<file path="src/rtl/mul_div_if.sv">
// Datapath-side handshake and HI/LO read bus of the multi-cycle multiply/divide unit.
interface mul_div_if #(
  parameter int WIDTH = 32
);
  logic             start_i;
  logic [5:0]       funct_i6;
  logic [WIDTH-1:0] a_i;
  logic [WIDTH-1:0] b_i;
  logic             busy_o;
  logic             done_o;
  logic [WIDTH-1:0] hi_o;
  logic [WIDTH-1:0] lo_o;

  modport master (
    output start_i, funct_i6, a_i, b_i,
    input  busy_o, done_o, hi_o, lo_o
  );

  modport slave (
    input  start_i, funct_i6, a_i, b_i,
    output busy_o, done_o, hi_o, lo_o
  );
endinterface

</file>
<file path="src/rtl/mul_div_unit.sv">
// Iterative MULT/MULTU/DIV/DIVU unit owning HI/LO; one result bit per cycle,
// sign handled by magnitude arithmetic plus a final fixup cycle.
module mul_div_unit #(
  parameter int WIDTH = 32,
  parameter int CNT_W = $clog2(WIDTH) + 1
) (
  input  logic     clk_i,
  input  logic     rst_i,
  mul_div_if.slave bus
);

  typedef enum logic [1:0] {IDLE, RUN, FIX} state_t;

  localparam logic [5:0]       F_MULT  = 6'h18;
  localparam logic [5:0]       F_MULTU = 6'h19;
  localparam logic [5:0]       F_DIV   = 6'h1A;
  localparam logic [5:0]       F_DIVU  = 6'h1B;
  localparam logic [5:0]       F_MTHI  = 6'h11;
  localparam logic [5:0]       F_MTLO  = 6'h13;
  localparam logic [CNT_W-1:0] LAST    = CNT_W'(WIDTH - 1);

  state_t             state_q, state_d;
  logic [CNT_W-1:0]   cnt_q, cnt_d;
  logic [2*WIDTH-1:0] acc_q, acc_d;
  logic [WIDTH-1:0]   opd_q, opd_d;
  logic               div_q, div_d;
  logic               neg_q, neg_d;
  logic               rneg_q, rneg_d;
  logic               dz_q, dz_d;
  logic [WIDTH-1:0]   hi_q, hi_d;
  logic [WIDTH-1:0]   lo_q, lo_d;
  logic               done_q, done_d;

  logic               sgn;
  logic [WIDTH-1:0]   mag_a, mag_b;
  logic [WIDTH:0]     mul_sum;
  logic [2*WIDTH-1:0] mul_next;
  logic [WIDTH:0]     div_sh, div_trial;
  logic [2*WIDTH-1:0] div_next;
  logic [2*WIDTH-1:0] prod;
  logic [WIDTH-1:0]   quot, rem;

  // Even funct codes (MULT, DIV) are the signed variants.
  assign sgn   = ~bus.funct_i6[0];
  assign mag_a = (sgn && bus.a_i[WIDTH-1]) ? -bus.a_i : bus.a_i;
  assign mag_b = (sgn && bus.b_i[WIDTH-1]) ? -bus.b_i : bus.b_i;

  // Multiply: acc = {partial, multiplier}; add on the LSB, then shift right.
  assign mul_sum  = {1'b0, acc_q[2*WIDTH-1:WIDTH]} + {1'b0, (acc_q[0] ? opd_q : '0)};
  assign mul_next = {mul_sum, acc_q[WIDTH-1:1]};

  // Divide: acc = {remainder, dividend/quotient}; shift left, trial subtract.
  assign div_sh    = {acc_q[2*WIDTH-1:WIDTH], acc_q[WIDTH-1]};
  assign div_trial = div_sh - {1'b0, opd_q};
  assign div_next  = div_trial[WIDTH] ? {div_sh[WIDTH-1:0], acc_q[WIDTH-2:0], 1'b0}
                                      : {div_trial[WIDTH-1:0], acc_q[WIDTH-2:0], 1'b1};

  assign prod = neg_q  ? -acc_q : acc_q;
  assign quot = neg_q  ? -acc_q[WIDTH-1:0] : acc_q[WIDTH-1:0];
  assign rem  = rneg_q ? -acc_q[2*WIDTH-1:WIDTH] : acc_q[2*WIDTH-1:WIDTH];

  always_comb begin
    state_d = state_q;
    cnt_d   = cnt_q;
    acc_d   = acc_q;
    opd_d   = opd_q;
    div_d   = div_q;
    neg_d   = neg_q;
    rneg_d  = rneg_q;
    dz_d    = dz_q;
    hi_d    = hi_q;
    lo_d    = lo_q;
    done_d  = 1'b0;
    unique case (state_q)
      IDLE: begin
        if (bus.start_i) begin
          unique case (bus.funct_i6)
            F_MULT, F_MULTU, F_DIV, F_DIVU: begin
              state_d = RUN;
              cnt_d   = '0;
              div_d   = bus.funct_i6[1];
              neg_d   = sgn & (bus.a_i[WIDTH-1] ^ bus.b_i[WIDTH-1]);
              rneg_d  = sgn & bus.a_i[WIDTH-1];
              dz_d    = (bus.b_i == '0);
              opd_d   = bus.funct_i6[1] ? mag_b : mag_a;
              acc_d   = {{WIDTH{1'b0}}, (bus.funct_i6[1] ? mag_a : mag_b)};
            end
            F_MTHI:  hi_d = bus.a_i;
            F_MTLO:  lo_d = bus.a_i;
            default: ;
          endcase
        end
      end
      RUN: begin
        cnt_d = cnt_q + 1'b1;
        acc_d = div_q ? div_next : mul_next;
        if (cnt_q == LAST) state_d = FIX;
      end
      FIX: begin
        state_d = IDLE;
        done_d  = 1'b1;
        if (div_q) begin
          // Divide by zero leaves the dividend magnitude as remainder, so the
          // remainder fixup restores the raw dividend; only LO needs forcing.
          lo_d = dz_q ? '1 : quot;
          hi_d = rem;
        end else begin
          {hi_d, lo_d} = prod;
        end
      end
      default: state_d = IDLE;
    endcase
  end

  always_ff @(posedge clk_i or posedge rst_i) begin
    if (rst_i) begin
      state_q <= IDLE;
      cnt_q   <= '0;
      acc_q   <= '0;
      opd_q   <= '0;
      div_q   <= 1'b0;
      neg_q   <= 1'b0;
      rneg_q  <= 1'b0;
      dz_q    <= 1'b0;
      hi_q    <= '0;
      lo_q    <= '0;
      done_q  <= 1'b0;
    end else begin
      state_q <= state_d;
      cnt_q   <= cnt_d;
      acc_q   <= acc_d;
      opd_q   <= opd_d;
      div_q   <= div_d;
      neg_q   <= neg_d;
      rneg_q  <= rneg_d;
      dz_q    <= dz_d;
      hi_q    <= hi_d;
      lo_q    <= lo_d;
      done_q  <= done_d;
    end
  end

  assign bus.busy_o = (state_q != IDLE);
  assign bus.done_o = done_q;
  assign bus.hi_o   = hi_q;
  assign bus.lo_o   = lo_q;

endmodule

</file>
<file path="src/flat_wrapper.sv">
// flat-port wrapper written by rule: the top's interface ports become plain ports
module mul_div_unit_flat 
#(
  parameter int WIDTH = 32,
  parameter int CNT_W = $clog2(WIDTH) + 1
)
  (clk_i, rst_i, bus_start_i, bus_funct_i6, bus_a_i, bus_b_i, bus_busy_o, bus_done_o, bus_hi_o, bus_lo_o);
  mul_div_if #(.WIDTH(WIDTH)) bus_i ();
  input  logic clk_i;
  input  logic rst_i;
  input wire logic [$bits(bus_i.start_i)-1:0] bus_start_i;
  input wire logic [$bits(bus_i.funct_i6)-1:0] bus_funct_i6;
  input wire logic [$bits(bus_i.a_i)-1:0] bus_a_i;
  input wire logic [$bits(bus_i.b_i)-1:0] bus_b_i;
  output wire logic [$bits(bus_i.busy_o)-1:0] bus_busy_o;
  output wire logic [$bits(bus_i.done_o)-1:0] bus_done_o;
  output wire logic [$bits(bus_i.hi_o)-1:0] bus_hi_o;
  output wire logic [$bits(bus_i.lo_o)-1:0] bus_lo_o;
  assign bus_i.start_i = bus_start_i;
  assign bus_i.funct_i6 = bus_funct_i6;
  assign bus_i.a_i = bus_a_i;
  assign bus_i.b_i = bus_b_i;
  assign bus_busy_o = bus_i.busy_o;
  assign bus_done_o = bus_i.done_o;
  assign bus_hi_o = bus_i.hi_o;
  assign bus_lo_o = bus_i.lo_o;
  mul_div_unit #(.WIDTH(WIDTH), .CNT_W(CNT_W)) u_core (.clk_i(clk_i), .rst_i(rst_i), .bus(bus_i));
endmodule
</file>
<file path="config.mk">
export PLATFORM = sky130hd
export DESIGN_NAME = mul_div_unit_flat
export DESIGN_NICKNAME = d
export VERILOG_FILES = /design/src/rtl/mul_div_if.sv /design/src/rtl/mul_div_unit.sv /design/src/flat_wrapper.sv
export SDC_FILE = /design/constraint.sdc
export NUM_CORES = 1
export LEC_CHECK = 0
export CAP_MARGIN = 20
export CORE_MARGIN = 2
export CORE_UTILIZATION = 38
export CTS_CLUSTER_SIZE = 8
export DETAILED_ROUTE_END_ITERATION = 6
export GPL_TIMING_DRIVEN = 0
export PLACE_DENSITY = 0.56
export RECOVER_POWER = 50
export SLEW_MARGIN = 30
export SYNTH_ARGS = -nofsm -noshare
export SYNTH_HDL_FRONTEND = slang
export SYNTH_SLANG_ARGS = --single-unit
</file>
<file path="constraint.sdc">
create_clock -name clk_i -period 18.9 [get_ports clk_i]
set_input_delay 4.725 -clock clk_i [delete_from_list [all_inputs] [get_ports clk_i]]
set_output_delay 4.725 -clock clk_i [all_outputs]
set_load 0.1 [all_outputs]
</file>
==> run_results.csv <==
group,metric,value,unit
setup_path,start_kind,"primary input",
grt,track_usage,30.8,%
floorplan,die_x,200,um
run_status,outcome,"finished with violations",
power_and_ir_drop,power_leakage,7.01,nW
floorplan,rows,71,
cts,h-tree-depth,4,
routing,drc,0,
power_and_ir_drop,internal_power,0.00147,W
cts,cts_root_buffer,"clkbuf_16",
cts,numCtsBuffers,17,
setup_path,timing.rr.end,"u_core.acc_q[61]$_DFFE_PP0P_",
grt,grt_pass1_vias,14300,
layout,layout_common_cells,"nor2_1 (189), a21oi_1 (180), o21ai_0 (177)",
synthesis,syn-num-nets,1998,
cts,clock_latency,0.47,ns
layout,final_design_area_no_fill,17200,um^2
hold_path,hp-start,"u_core.bus.lo_o[4]$_DFFE_PP0P_",
hold_path,worst_hold_path_type,"reg -> reg",
timing,setup-tns-final,0,ns
power_and_ir_drop,ir_worst_vdd,84.1,uV
placed_design,dpl.hpwl,48200,um
synthesis,netlist_area,14600,um^2
synthesis,synth_ff_type,"dfrtp_1",
synthesis,yosys_warnings,0,
power_and_ir_drop,power.switching,0.00190,W
timing,finalWorstSetupSlack,8.47,ns
timing,skew,0.0156,ns
layout,final_common_cell,"nor2_1",
setup_path,cp_slowest_cell,"clkbuf_1",
placed_design,pre_cts_ws,10.42,ns
grt,grt_start_max_net_pins,89,
timing,drv_slew,151,
cts,clockBufferDepth,2,
cts,ctsResizeCount,0,
layout,antenna_cells,0,
placed_design,port_buffers,137,
layout,stdcell_count,2537,
synthesis,synth_seq_cells,173,
layout,layout.nets,2157,
job,max-cap-violations,2,
floorplan,pin_count,139,
power_and_ir_drop,p_clk_share,11.3,%
timing,rsz0062_at_grt,"no",
routing,routed_wirelength,61100,um
cts,postCtsHoldBufs,0,
run_status,violations,"capacitance limit, slew limit",
timing,tightestPinTransition,5.10,ns
cts,cts_tree,"done",
power_and_ir_drop,power.density,196,nW/um^2
layout,drive_gt1_share,3.36,%
setup_path,slowest_delay,3.60,ns
synthesis,synth_area_per_cell,7.85,um^2
grt,antenna_found_initial,0,
setup_path,r2r_slack,14.02,ns
timing,setup_viol,0,
setup_path,crit_type,"in -> async",
setup_path,crit_family,"buffers and inverters",
timing,min_period_over_period,55.2,%
cts,cts_setup_buffers,0,
routing,via_per_inst,5.99,
synthesis,synth_edf_count,0,
hold_path,holdPathStages,2,
placed_design,gp_congestion,0.947,
cts,cts.sinks,173,
timing,finalCriticalPeriod,10.43,ns
placed_design,dpl-instance-area,16600,um^2
power_and_ir_drop,swShare,56.4,%
floorplan,die_y,200,um
setup_path,crit_path_max_fanout,88,
grt,grt_pass1_wl,90700,um
routing,dr.pass1.iters,7,
setup_path,end_kind,"asynchronous set/reset pin",
routing,vias,15200,
setup_path,worstPathRequired,18.25,ns
layout,area_growth,18.1,%
setup_path,rr_worst_depth,16,
routing,drtAntennaViolNets,0,
cts,path_clk_slew,0.07,ns
routing,drt_first_iter_violations,1530,
floorplan,core,37700,um^2
timing,hold_viol_final,0,
floorplan,die_area,39900,um^2
timing,worst_slew_margin_rel,-240,%
synthesis,ys_seq_area_share,29.7,%
timing,max_freq,95.8,MHz
power_and_ir_drop,power,0.00336,W
setup_path,path_cells,"dlygate4sd3_1 -> clkinvlp_2 -> clkbuf_1",
power_and_ir_drop,seq_power_share,22.3,%
synthesis,netlist_instances,1854,
hold_path,holdPathEnd,"u_core.bus.lo_o[4]$_DFFE_PP0P_",
synthesis,ys_async_sr_fraction,100,%
setup_path,arrival,9.78,ns
placed_design,dp_cells,2505,
floorplan,initial_core_util,38.6,%
routing,wl_per_cell,24.1,um
grt,grt-ovfl-total,0,
setup_path,reg2reg_from,"u_core.acc_q[31]$_DFFE_PP0P_",
synthesis,synth.distinct_cells,76,
power_and_ir_drop,power.share.combinational,66.4,%
setup_path,worst-path-buf-inv,3,
[worst max path at each step]
stage                                   endpoint       start  depth (start not counted)
floorplan            u_core.acc_q[0]$_DFFE_PP0P_       rst_i                          1
global placement    u_core.acc_q[19]$_DFFE_PP0P_       rst_i                          2
detailed placement  u_core.opd_q[29]$_DFFE_PP0P_  bus_a_i[4]                         10
CTS                 u_core.opd_q[29]$_DFFE_PP0P_  bus_a_i[4]                         10
global route        u_core.opd_q[27]$_DFFE_PP0P_       rst_i                          3
finish              u_core.opd_q[27]$_DFFE_PP0P_       rst_i                          3
[layer usage]
metal  GRT usage (%)  vias up  routed length [um]
met5               0        -                   0
met4            11.1        0                2050
met3            5.40      103                4790
met2            46.7      658               26700
met1            43.7     7348               27500
li1                -     7089                   -
[cell usage after synthesis, types with 27 or more instances]
cell type    n  area share [%]
ha_1        69             5.9
nor3_1      31             1.1
mux2i_1     43             3.0
o31ai_1     27             1.4
nor2_1     189             4.9
o22ai_1     35             1.5
xor2_1      71             4.3
clkbuf_1    95             2.4
a211oi_1    59             3.0
o21ai_0    177             6.1
dfrtp_1    173              30
nand2_1    171             4.4
inv_1       60             1.5
xnor2_1     97             5.8
a21oi_1    180             6.2
[per-stage QoR]
step	util, %	hold slack [ns]
after global routing	45.6	0.500
after global placement	44.0	0.467
after detailed placement	44.2	0.473
final	45.6	0.478
after floorplan	-	0.439
after CTS	45.8	0.488
[final cells by class]
cell class | instances | area (um^2)
Buffer | 116 | 458
Timing Repair Buffer | 140 | 1390
Clock inverter | 15 | 175
Fill cell | 3882 | 20500
Multi-Input combinational cell | 1504 | 9540
Inverter | 61 | 230
Clock buffer | 17 | 425
Sequential cell | 173 | 4330
Tap cell | 511 | 639
[cells by family after synthesis]
group	count (synthesis)	share of synthesized area, %
adders and majority gates	71	6.21
xor gates and xnor gates	169	10.2
AOI/OAI and AO/OA	655	27.9
DFF	173	29.7
muxes	45	3.11
and+or+nand+nor	564	18.1
buffers and inverters	177	4.72
[flip-flops by register name (all words and copies together), names as in the netlist]
signal             cells
u_core.bus.hi_o       32
u_core.cnt_q           6
u_core.div_q           1
u_core.neg_q           1
u_core.rneg_q          1
u_core.state_q         2
u_core.bus.done_o      1
u_core.opd_q          32
u_core.dz_q            1
u_core.acc_q          64
u_core.bus.lo_o       32
[power groups by stage]
stage          Clock, W  Combinational (W)  Sequential (W)
5_1_grt        0.000399            0.00242        0.000762
2_1_floorplan         0            0.00125         0.00105
3_3_place_gp          0            0.00219        0.000743
4_1_cts        0.000384            0.00222        0.000739
6_report       0.000381            0.00223        0.000749
3_5_place_dp          0            0.00221        0.000747
[worst reg2reg max path: stages (launching register included)]
cell      delay [ns]
dfrtp_1         0.36
clkbuf_1        0.24
inv_1           0.12
ha_1            0.18
fa_1            0.19
nor2b_1         0.08
o31ai_1         0.42
a21oi_1         0.20
o311ai_0        0.65
a21oi_1         0.27
or4b_2          0.70
nand3_1         0.14
buf_2           0.28
buf_1           0.55
nor2_1          0.13
a211oi_1        0.19
nor2_1          0.06
(Power assumes the default switching activity.)
